[src/rtl/alu_arbiter.sv]
// Round-robin two-port front end for the shared ALU: latches one request, runs it
// for 1 or MULT_CYCLES cycles, owns the HI/LO accumulator and returns the result.
module alu_arbiter #(
  parameter int unsigned MULT_CYCLES = 2
) (
  input  logic        clk,
  input  logic        rst,
  input  logic        req0_valid,
  output logic        req0_ready,
  input  logic [4:0]  req0_ctrl,
  input  logic [31:0] req0_a,
  input  logic [31:0] req0_b,
  input  logic [4:0]  req0_shift,
  input  logic        req1_valid,
  output logic        req1_ready,
  input  logic [4:0]  req1_ctrl,
  input  logic [31:0] req1_a,
  input  logic [31:0] req1_b,
  input  logic [4:0]  req1_shift,
  output logic        rsp_valid,
  input  logic        rsp_ready,
  output logic        rsp_id,
  output logic [31:0] rsp_result,
  output logic        rsp_is_zero,
  output logic        rsp_is_negative,
  output logic [63:0] hi_lo,
  output logic [31:0] alu_a,
  output logic [31:0] alu_b,
  output logic [4:0]  alu_ctrl,
  output logic [4:0]  alu_shift,
  output logic [63:0] alu_mult_in,
  input  logic [31:0] alu_result,
  input  logic [63:0] alu_mult_res,
  input  logic        alu_is_zero,
  input  logic        alu_is_negative,
  output logic [1:0]  dbg_state_o
);

  // Handshakes: a request transfers on the rising edge where reqN_valid & reqN_ready,
  // a response on the edge where rsp_valid & rsp_ready. A held-off requester keeps
  // valid high; a response stays stable until it transfers.
  typedef enum logic [1:0] {
    IDLE = 2'd0,
    EXEC = 2'd1,
    RESP = 2'd2
  } state_t;

  localparam logic [3:0] MULT_LOAD = 4'(MULT_CYCLES - 1);

  state_t      state_q;
  logic        last_q;
  logic        id_q;
  logic [3:0]  cnt_q;

  logic        gnt_id;
  logic        grant;
  logic [4:0]  sel_ctrl;
  logic [31:0] sel_a;
  logic [31:0] sel_b;
  logic [4:0]  sel_shift;

  function automatic logic is_mult(input logic [4:0] c);
    return (c == 5'b00100) || (c == 5'b00101) || (c == 5'b00110);
  endfunction

  always_comb begin
    gnt_id     = (req0_valid && req1_valid) ? ~last_q : req1_valid;
    grant      = rst && (state_q == IDLE) && (req0_valid || req1_valid);
    req0_ready = grant && !gnt_id;
    req1_ready = grant && gnt_id;
    sel_ctrl   = gnt_id ? req1_ctrl  : req0_ctrl;
    sel_a      = gnt_id ? req1_a     : req0_a;
    sel_b      = gnt_id ? req1_b     : req0_b;
    sel_shift  = gnt_id ? req1_shift : req0_shift;
  end

  assign alu_mult_in = hi_lo;
  assign dbg_state_o = state_q;

  always_ff @(posedge clk or negedge rst) begin
    if (!rst) begin
      state_q         <= IDLE;
      last_q          <= 1'b1;
      id_q            <= 1'b0;
      cnt_q           <= 4'd0;
      rsp_valid       <= 1'b0;
      rsp_id          <= 1'b0;
      rsp_result      <= 32'd0;
      rsp_is_zero     <= 1'b0;
      rsp_is_negative <= 1'b0;
      hi_lo           <= 64'd0;
      alu_a           <= 32'd0;
      alu_b           <= 32'd0;
      alu_ctrl        <= 5'd0;
      alu_shift       <= 5'd0;
    end else begin
      case (state_q)
        IDLE: begin
          if (grant) begin
            alu_ctrl  <= sel_ctrl;
            alu_a     <= sel_a;
            alu_b     <= sel_b;
            alu_shift <= sel_shift;
            id_q      <= gnt_id;
            last_q    <= gnt_id;
            cnt_q     <= is_mult(sel_ctrl) ? MULT_LOAD : 4'd0;
            state_q   <= EXEC;
          end
        end
        EXEC: begin
          if (cnt_q != 4'd0) begin
            cnt_q <= cnt_q - 4'd1;
          end else begin
            rsp_valid       <= 1'b1;
            rsp_id          <= id_q;
            rsp_result      <= alu_result;
            rsp_is_zero     <= alu_is_zero;
            rsp_is_negative <= alu_is_negative;
            // Accumulate wraps modulo 2^64; the carry out is intentionally dropped.
            case (alu_ctrl)
              5'b00100:          hi_lo <= alu_mult_res;
              5'b00101, 5'b00110: hi_lo <= hi_lo + alu_mult_res;
              default:           hi_lo <= hi_lo;
            endcase
            state_q <= RESP;
          end
        end
        RESP: begin
          if (rsp_ready) begin
            rsp_valid <= 1'b0;
            state_q   <= IDLE;
          end
        end
        default: state_q <= IDLE;
      endcase
    end
  end

endmodule

[config.mk]
export PLATFORM = sky130hd
export DESIGN_NAME = alu_arbiter
export DESIGN_NICKNAME = d
export VERILOG_FILES = /design/src/rtl/alu_arbiter.sv
export SDC_FILE = /design/constraint.sdc
export NUM_CORES = 1
export LEC_CHECK = 0
export BUFFER_PORTS_ARGS = -buffer_cell sky130_fd_sc_hd__clkbuf_2
export CAP_MARGIN = 25
export CORE_AREA = 2 2 190 192
export DETAILED_ROUTE_END_ITERATION = 12
export DIE_AREA = 0 0 192 194
export MAX_ROUTING_LAYER = met4
export PLACE_DENSITY = 0.64
export SYNTH_ARGS = -nofsm -noshare
export SYNTH_HDL_FRONTEND = slang
export SYNTH_SLANG_ARGS = --single-unit
[constraint.sdc]
create_clock -name clk -period 3.9 [get_ports clk]
set_input_delay 0.78 -clock clk [delete_from_list [all_inputs] [get_ports clk]]
set_output_delay 0.78 -clock clk [all_outputs]
set_load 0.02 [all_outputs]
======== Word-level counts from Yosys, hierarchy flattened ========
Cells that the tools add are included.
Widths: inputs -> output; s select.
storage, ports and cells
  word-level logic and storage cells ...... 68
  bits in registers ....................... 182
  input port bits ......................... 251
cells by class
  reduce and logical (&&, ||, !) cells .... 21
  $add $sub $neg .......................... 2
  mux-type cells .......................... 17
  bitwise gates (word level) .............. 2
  eq/ne operators ......................... 12
operator list
  cell                 number
  $pmux 64 s2          1
  $add 64x64->64       1
  $mux 32              2
  $eq 5x3->1 const B   6
  $reduce_and 3->1     4
  $mux 5               2
  $mux 4               2
  $ne 2x2->1 const B   4
  $pmux 4 s2           1
  $mux 2               3
  $pmux 2 s3           1
  $reduce_bool 2->1    3
  $logic_and 1x1->1    5
  $mux 1               4
  $reduce_and 2->1     2
  $reduce_bool 4->1    1
  $sub 4x1->4 const B  1
  $logic_or 1x1->1     3
  $eq 2x1->1 const B   1
  $eq 2x2->1 const B   1
  $logic_not 2->1      1
  $not 1->1            2
  $pmux 1 s2           1
  $reduce_or 2->1      1
  $logic_not 1->1      1

======== Longest topological paths before layout ========
  depth in word-level cells ............... 9
  depth in mapped cells ................... 13
  mapped depth without buffers ............ 12

======== Least setup slack after synthesis ========
OpenSTA, ideal clock, no wires.
  path type ............................... input to register
  start ................................... input alu_mult_res[0]
  end ..................................... register hi_lo[58], in the netlist alu_mult_in[58]
  stages .................................. 12
  path buffers ............................ 0
  library setup time ...................... 0.122 ns
  data arrival time ....................... 3.269 ns
  slack ................................... 0.509 ns
  data required time ...................... 3.778 ns
  cell sequence ........................... ha_1 > fa_1 > a21oi_1 > o211ai_1 > a211oi_2 > o41ai_4 > a31oi_1 > o21ai_2 > a21o_1 > a21oi_2 > mux2i_1 > nor2_1
between the ends
  cells in the longest elaborated chain, start to end .. 2
ends and longest elaborated chain
  element               RTL line  source
  from (decl)           33        input logic [63:0] alu_mult_res,
  $add 64x64->64        122       5'b00101, 5'b00110: hi_lo <= hi_lo + alu_mult_res;
  $pmux 64 s2           120       case (alu_ctrl)
  to (signal assigned)  121       5'b00100: hi_lo <= alu_mult_res;
  to (signal assigned)  122
  to (signal assigned)  123       default: hi_lo <= hi_lo;
  to (decl)             26        output logic [63:0] hi_lo,
No other way between the ends.
A chain may end at the register's enable or synchronous reset.

======== Worst setup path after layout ========
  start ................................... register hi_lo[0], in the netlist alu_mult_in[0]
  end ..................................... register hi_lo[56], in the netlist alu_mult_in[56]
between the ends
  cells in the longest elaborated chain, start to end .. 2
ends and longest elaborated chain
  element         RTL line
  $add 64x64->64  122
  $pmux 64 s2     120
No other way between the ends.

==> run metrics <==
Met1 Wirelength 17,700 um; Core ar. 35,200 um^2; Worst-Margin Slew 0.911 ns; Int Power 7.09 mW; vias in the first global route 12,100; XOR/XNOR Fraction of Synth Area 0.0436; outcome finished clean; Max stage delay on crit path 0.42 ns; wire per inst 18.7 um; pwr dens 943 nW/um^2; largest family of logic cells by synthesized area compound AO/OA/AOI/OAI gates; Synth Register Bits 182; filler cell count 3,592; clock power share 0.123; clock latency at the later pin of the worst-skew pair 0.45 ns; Yosys warnings 0; startpoint types flop; top cell type's share of synthesized area 0.370; CTS Hold Bufs 0; Starting Density 0.348; IO buf count 492; Antenna Nets Post-Route 0; # rows 69; Final Power 14.4 mW; Final nets 2,166; # clock sinks 182; Total Wirelength 43,500 um; register share of total power 0.256; Sw Pwr 7.35 mW; Comb power frac 0.621; Max Transition Viols Final 0; Die Area 37,200 um^2; htree depth 4; Non-Filler Instances 2,327; GRT Residual Overflow 0; Met2 Wirelength 21,900 um; min-delay worst type primary input to asynchronous set/reset pin; Synth Area in Adders 0.0670; mux cell area share after synthesis 0.0362; GPL Wtd Cong 0.904; Period minus WS final 3.46 ns; Synth Flop Type dfrtp_1; worst-path fanout max 4; Mapped Nets 1,785; top-count cell post-synth nand2_1; Final Hold Viols 0; DRC viols 0; clock transition at the registers of the reported paths 0.07 ns; synthesized instance count 1,469; Critical Path, Cell by Cell ha_1, fa_1, a21oi_1, buf_4, o211ai_1, a21o_1, a221o_2, a31oi_4, or4_4, a21oi_2, o211ai_1, mux2i_1, nor2_1; critical path endpoint category flop; Seq/Total Area, Yosys 0.372; ys async rst share 1.00; CP most frequent cell o211ai_1; Resized cells post-CTS 0; CTS tree yes; CP Data Arrival Time 3.80 ns; Via density 5.31; Post-Synth Simple-Gate Area 0.177; initial drt markers 777; Commonest cells post-synth 265 x nand2_1, 181 x dfrtp_1, 133 x nor2_1; Peak VDD IR 0.442 mV; first-pass GRT wire length 66,800 um; Max clock buf depth 2; clk root buf clkbuf_16; Leak 7.45 nW; DP HPWL 34,200 um; Net Sw Frac 0.509; Slowest-stage cell, CP dfrtp_1; Post-synth EDFFs 0; gr usage total 0.237; CP Class flop to flop; # Post-CTS Setup Buffers 0; DP Cell Count 2,291; setup_tns 0 ns; fmax 289 MHz; CTS Buf Count 17; Horiz. Die Dim 192 um; Vias 12,400; Synth Area in Compound Gates 0.231; max-cap violations 0; largest area contributor in the netlist dfrtp_1; largest net degree at the start of global routing 113; max_slew headroom 0.393; initial antenna violation count 5; layout cells sized above 1 0.331; post-synth cell types 70; Mapped Area 12,300 um^2; worst hold slack 0.168 ns; drt pass-1 iters 5; skew final 0.0111 ns; syn_area_per_cell 8.34 um^2; RSZ-0062 raised after global routing false; met3 WL 3200 um; Tcrit/Tclk final 0.886; P&R area growth vs syn 25.0%; largest cells by area after synthesis dfrtp_1 37%, nand2_1 8.1%, ha_1 6.5%, a31oi_1 4.2%, nor2_1 4.1%; Worst Path Required 4.25 ns; num ports 493; buffers and inverters on the worst path 1; # setup viols final 0; delay-heaviest family, CP compound AO/OA/AOI/OAI gates; die height 194 um; max layer used met4
## registers in the layout (all words and copies together), names as in the netlist
signal and count:
id_q 1, rsp_is_negative 1, rsp_is_zero 1, cnt_q 4, alu_a 32, dbg_state_o 2, alu_b 32, last_q 1
alu_ctrl 5, rsp_id 1, alu_shift 5, rsp_result 32, alu_mult_in 64, rsp_valid 1
## path summary, 6_finish.rpt
path | end | startpoint | slack [ns] | cells after the start
worst min-delay path | alu_mult_in[47] | rst | 0.17 | 1
worst max register to register | alu_mult_in[56] | alu_mult_in[0] | 0.44 | 13
max in group asynchronous | alu_b[20] | rst | 1.95 | 3
worst min register to register | id_q | id_q | 0.50 | 1
min in group clk | id_q | id_q | 0.50 | 1
worst max-delay path | alu_mult_in[56] | alu_mult_in[0] | 0.44 | 13
## cells in the final DEF (no fill, tap or decap), types with 4 or more instances in the layout
cell type   instances
a21oi_1            90
clkinvlp_4          4
mux2i_1             5
nand2b_1            7
o211ai_1           10
o22ai_1            46
dfrtp_1           181
inv_8               4
and3_1             10
clkbuf_2          491
clkbuf_16          17
a211oi_1            7
buf_4              24
xnor2_1            39
xor2_1             22
and2_1              5
o21ai_0            88
o21a_1              4
nor2b_1            11
o21bai_1           11
a31oi_1            83
nand3_1            11
inv_1              20
nor3_1              4
nor2_1            132
o21ai_1            19
mux2_2             35
ha_1               64
or3_1              21
or2_2               5
nand4_1            18
nand2_1           264
a21o_1             42
## per-layer routing
| metal | vias to the layer above | global-route usage |
|---|---|---|
| met5 | - | - |
| met4 | 0 | 0.0580 |
| met3 | 51 | 0.0583 |
| met2 | 486 | 0.401 |
| met1 | 5908 | 0.282 |
| li1 | 5922 | - |
## power groups by stage
stage / sequential, mW / combinational (mW) / clock (mW)
floorplan: 4.64 / 5.50 / 0
global placement: 3.68 / 8.90 / 0
detailed placement: 3.73 / 8.95 / 0
CTS: 3.71 / 8.97 / 1.82
global route: 3.85 / 9.80 / 1.90
finish: 3.70 / 8.96 / 1.78
## area by class of cell
cell class / instances / area [um^2] / share of cell area
Multi-Input combinational cell: 1111 / 6830 / 0.446
Sequential cell: 182 / 4560 / 0.297
Timing Repair Buffer: 518 / 2700 / 0.176
Tap cell: 461 / 577 / 0.0377
Clock buffer: 19 / 433 / 0.0283
Clock inverter: 13 / 140 / 0.00915
Inverter: 20 / 75.1 / 0.00490
Antenna cell: 3 / 7.51 / 0.000490
## kinds of logic (layout without fill, tap and decap cells)
logic type	count (synthesis)	after routing
xor gates and xnor gates	61	61
other	0	3
DFF	182	182
adders and majority gates	65	65
muxes	40	40
buffers and inverters	176	570
AOI/OAI and AO/OA	441	441
and+or+nand+nor	504	504
## through the flow
stage          instance area (um^2)  utilization  setup slack, ns
3_5_place_dp                  14700        0.418           0.0501
3_3_place_gp                  14700        0.418            0.141
5_1_grt                       15300        0.435            0.214
4_1_cts                       15300        0.434            0.454
6_report                      15300        0.435            0.445
2_1_floorplan                 12300            -            0.509
(Power assumes the default switching activity.)
